--- src/rtl/mem_access_unit.sv ---
// Bridges the single-cycle core's load/store intent onto a req/ack data bus.
// The core is stalled for the whole access, and bad accesses are aborted with a fault code.
module mem_access_unit #(
    parameter int TIMEOUT = 16,
    parameter int CNT_W   = 8
) (
    input  logic        clk,
    input  logic        reset,
    input  logic        mem_read,
    input  logic        mem_write,
    input  logic [31:0] a,
    input  logic [31:0] wd,
    output logic [31:0] read_data,
    output logic        stall,
    output logic        fault,
    output logic [1:0]  fault_code,
    output logic        bus_req,
    output logic        bus_we,
    output logic [31:0] bus_addr,
    output logic [31:0] bus_wdata,
    input  logic [31:0] bus_rdata,
    input  logic        bus_ack,
    input  logic        bus_err
);

    // state | meaning
    // IDLE  | waiting for mem_read/mem_write; checks alignment and conflicts
    // REQ   | bus_req held until ack, error or timeout
    // DONE  | one unstalled cycle so the core retires the instruction
    typedef enum logic [1:0] {IDLE, REQ, DONE} state_t;

    localparam logic [1:0] CODE_MISALIGN = 2'd0;
    localparam logic [1:0] CODE_CONFLICT = 2'd1;
    localparam logic [1:0] CODE_BUS_ERR  = 2'd2;
    localparam logic [1:0] CODE_TIMEOUT  = 2'd3;

    state_t           state, state_nx;
    logic [CNT_W-1:0] cnt;
    logic             access;
    logic             accept;
    logic             timeout_hit;
    logic             fault_nx;
    logic [1:0]       code_nx;

    assign access      = mem_read | mem_write;
    assign timeout_hit = (cnt == CNT_W'(TIMEOUT - 1));
    assign bus_req     = (state == REQ);
    assign stall       = (state == REQ) | ((state == IDLE) & access);

    always_comb begin
        state_nx = state;
        fault_nx = 1'b0;
        code_nx  = fault_code;
        accept   = 1'b0;
        case (state)
            IDLE: begin
                if (access) begin
                    // Misalignment is reported ahead of a read/write conflict.
                    if (a[1:0] != 2'b00) begin
                        state_nx = DONE;
                        fault_nx = 1'b1;
                        code_nx  = CODE_MISALIGN;
                    end else if (mem_read & mem_write) begin
                        state_nx = DONE;
                        fault_nx = 1'b1;
                        code_nx  = CODE_CONFLICT;
                    end else begin
                        accept   = 1'b1;
                        state_nx = REQ;
                    end
                end
            end
            REQ: begin
                if (bus_err) begin
                    state_nx = DONE;
                    fault_nx = 1'b1;
                    code_nx  = CODE_BUS_ERR;
                end else if (bus_ack) begin
                    state_nx = DONE;
                end else if (timeout_hit) begin
                    state_nx = DONE;
                    fault_nx = 1'b1;
                    code_nx  = CODE_TIMEOUT;
                end
            end
            DONE:    state_nx = IDLE;
            default: state_nx = IDLE;
        endcase
    end

    always_ff @(posedge clk) begin
        if (reset) begin
            state      <= IDLE;
            cnt        <= '0;
            fault      <= 1'b0;
            fault_code <= 2'd0;
            bus_we     <= 1'b0;
            bus_addr   <= 32'd0;
            bus_wdata  <= 32'd0;
            read_data  <= 32'd0;
        end else begin
            state      <= state_nx;
            fault      <= fault_nx;
            fault_code <= code_nx;
            if (accept) begin
                bus_addr  <= a;
                bus_wdata <= wd;
                bus_we    <= mem_write;
                cnt       <= '0;
            end else if (state == REQ) begin
                cnt <= cnt + 1'b1;
            end
            if ((state == REQ) && !bus_err && bus_ack && !bus_we) begin
                read_data <= bus_rdata;
            end
        end
    end

endmodule
--- config.mk ---
export PLATFORM = sky130hd
export DESIGN_NAME = mem_access_unit
export DESIGN_NICKNAME = d
export VERILOG_FILES = /design/src/rtl/mem_access_unit.sv
export SDC_FILE = /design/constraint.sdc
export NUM_CORES = 1
export LEC_CHECK = 0
export BUFFER_PORTS_ARGS = -buffer_cell sky130_fd_sc_hd__buf_2
export CORE_MARGIN = 2
export CORE_UTILIZATION = 35
export CTS_CLUSTER_SIZE = 25
export DETAILED_ROUTE_END_ITERATION = 7
export PLACE_DENSITY_LB_ADDON = 0.05
export SETUP_SLACK_MARGIN = 0.15
export SYNTH_ARGS = -nofsm -noshare
export SYNTH_HDL_FRONTEND = slang
export SYNTH_SLANG_ARGS = --single-unit
--- constraint.sdc ---
create_clock -name clk -period 3.1 [get_ports clk]
set_input_delay 0.155 -clock clk [delete_from_list [all_inputs] [get_ports clk]]
set_output_delay 0.155 -clock clk [all_outputs]
set_load 0.05 [all_outputs]
==> impl_metrics.csv <==
group,metric,value,unit
run_status,outcome,"finished clean",
cells_and_area,area_growth,33.1,%
clock_network,clk_path_buf_depth,2,
timing,tns,0,ps
clock_network,cts_htree_levels,3,
cells_and_area,antenna_cells,0,
floorplanning,coreArea,11300,µm²
worst_setup_path,cp_data_required_time,3290,ps
worst_hold_path,hold_class,"in2reg",
placement,portBuffers,203,
floorplanning,floorplan.initialDensity,35.4,%
global_routing,antenna_found_initial,0,
cells_and_area,postLayoutCoreUtil,47.2,%
logic_synthesis,synth_area,3990,µm²
timing,fin_crit,2090,ps
pwr,switchingPower,0.000751,W
clock_network,cts_num_sinks,110,
timing,hold_viol_final,0,
worst_setup_path,arrival,2290,ps
worst_setup_path,end_kind,"register",
floorplanning,die-area,12300,µm²
pwr,clkPwrFrac,36.5,%
route,wire_per_inst,12.4,µm
logic_synthesis,synth_cell_types,32,
cells_and_area,fillerInstances,1182,
route,vias,3819,
logic_synthesis,ys_seq_area_share,55.1,%
timing,setup_violations,0,
route,routed_wirelength,10200,µm
logic_synthesis,avgSynthCellArea,8.07,µm²
pwr,p_seq_share,51.3,%
global_routing,grt_max_degree,64,
cells_and_area,multi_input_area,1600,µm²
pwr,p_leak,2.36,nW
clock_network,cts_buffers,9,
global_routing,grt_overflow,0,
pwr,comb_power_share,12.2,%
logic_synthesis,ys.flop_type,"dfxtp_1",
timing,period_share,67.5,%
logic_synthesis,ys.warnings.count,0,
timing,slew_violations,0,
clock_network,cts_tree,"built",
clock_network,root_buffer,"clkbuf_16",
route,ant_nets,0,
flow_run,maxCapViolations,0,
logic_synthesis,synth_edf_count,0,
pwr,vdd_ir_drop_max,0.000305,V
route,drt_iter0_markers,235,
clock_network,clock_latency,340,ps
logic_synthesis,synth_fp_nets,598,
placement,pre_cts_ws,993,ps
timing,finalClockSkew,6.85,ps
timing,rsz0062_at_grt,"false",
global_routing,grt_usage,16.7,%
logic_synthesis,ys_seq_elements,110,
worst_setup_path,cp_max_fo,32,
cells_and_area,drive_gt1_share,33.4,%
logic_synthesis,postSynth.asyncResetShare,0,%
placement,gp_congestion,0.743,
worst_setup_path,worstSetupPathType,"reg2reg",
worst_setup_path,critPathLaunchType,"register",
cells_and_area,seqCellArea,2200,µm²
global_routing,grt_pass1_vias,3614,
floorplanning,io_pins,204,
timing,fmax,478,MHz
floorplanning,die-height,111,µm
timing,setup_slack,1010,ps
clock_network,cts_hold_buffers,0,
floorplanning,die_w,111,µm
pwr,p_sw_share,26.2,%
clock_network,path_clk_slew,70,ps
pwr,p_int,0.00211,W
route,avgViaCountPerCell,4.62,
timing,worst_pin_slew,1090,ps
pwr,power_density,539,nW/µm²
logic_synthesis,netlist_instances,495,
route,firstDrtPassIters,4,
timing,slew_headroom,27.2,%
clock_network,cts_setup_buffers,0,
placement,dp_hpwl,7090,µm
global_routing,grt_first_pass_wirelength,16900,µm
clock_network,post_cts_resized,0,
floorplanning,rows,39,
route,drc,0,
cells_and_area,fin_nets,782,
==> sequential cells by signal (all words and copies together) (netlist names) <==
| name | count |
|---|---|
| fault | 1 |
| fault_code | 2 |
| bus_addr | 32 |
| bus_we | 1 |
| cnt | 8 |
| state | 2 |
| bus_wdata | 32 |
| read_data | 32 |
==> critical path: stages, from the launching register on <==
cell	delay, ps
dfxtp_1	500
nand2b_4	120
or4b_1	1010
nand2_1	230
a21oi_1	80
==> through the flow <==
stage	hold slack, ps	total power, W	area (µm²)	instances
global route	30.2	0.00301	5320	826
detailed placement	401	0.00185	5050	811
global placement	395	0.00185	5050	811
finish	45.8	0.00286	5320	826
CTS	30.3	0.00291	5320	826
floorplan	291	0.00173	3990	495
==> routing by layer <==
layer | GRT usage [%] | vias to the layer above | wire length [µm]
li1 | - | 1966 | -
met4 | 7.83 | 0 | 268
met1 | 20.3 | 1693 | 4530
met2 | 26.3 | 142 | 4510
met3 | 6.12 | 18 | 933
met5 | 0 | - | 0
==> cell usage after synthesis (2+ instances only) <==
library cell,n,area [µm²]
buf_4,7,52.6
nand2b_1,3,18.8
nor4_1,3,18.8
nor2_1,11,41.3
o21ai_0,4,20.0
nor3_1,3,15.0
nand2_1,195,732
dfxtp_1,110,2200
inv_1,5,18.8
buf_6,3,33.8
clkbuf_1,17,63.8
xor2_1,7,61.3
buf_2,7,35.0
a21oi_1,98,490
and3_1,2,12.5
nand4_1,4,25.0
==> power by group through the flow <==
stage	clock, W	combinational (W)	sequential [W]
5_1_grt	0.00115	0.000377	0.00147
2_1_floorplan	0	0.000111	0.00162
3_3_place_gp	0	0.000351	0.00150
4_1_cts	0.00108	0.000353	0.00147
3_5_place_dp	0	0.000352	0.00150
6_report	0.00105	0.000349	0.00147
==> layout by cell type, fill, tap and decap left out, drive strengths merged <==
cell,netlist,final
buf,17,207
nor2,11,11
inv,5,5
nand2b,4,4
a21oi,98,98
maj3,1,1
o21ba,1,1
nor2b,1,1
clkinv,0,4
a31oi,1,1
dfxtp,110,110
or2b,1,1
or4b,1,1
ha,1,1
or2,1,1
xor2,7,7
clkbuf,17,11
nor4b,1,1
nor4,4,4
and2,1,1
nand4,4,4
o21ai,4,4
and3,2,2
xnor2,1,1
nand2,195,195
nor3,3,3
nand4bb,1,1
o31ai,1,1
o221ai,1,1
==> final timing paths <==
path,from,end,slack (ps),cells after the start
setup / recovery,state[0]$_SDFFE_PP0P_,read_data[21]$_SDFFE_PP0P_,1010,4
hold / removal,a[12],bus_addr[12]$_SDFFE_PP0P_,50,3
setup reg to reg,state[0]$_SDFFE_PP0P_,read_data[21]$_SDFFE_PP0P_,1010,4
hold reg to reg,bus_addr[1]$_SDFFE_PP0P_,bus_addr[1]$_SDFFE_PP0P_,430,2
==> cell type report <==
type	instances	area share (%)
clock buffers	11	4.57
clock inverters	4	0.447
inverters	5	0.353
multi-input cells	346	30.1
flip-flops and latches	110	41.4
well taps	143	3.37
repair buffers	207	19.7
==> kinds of logic after synthesis <==
group / after synthesis / synth area share (%)
AOI/OAI and AO/OA: 106 / 13.6
xor gates and xnor gates: 8 / 1.75
adders and majority gates: 2 / 0.564
buffers and inverters: 39 / 5.11
DFF: 110 / 55.1
and+or+nand+nor: 230 / 23.8
Power figures use the tool's default switching activity.
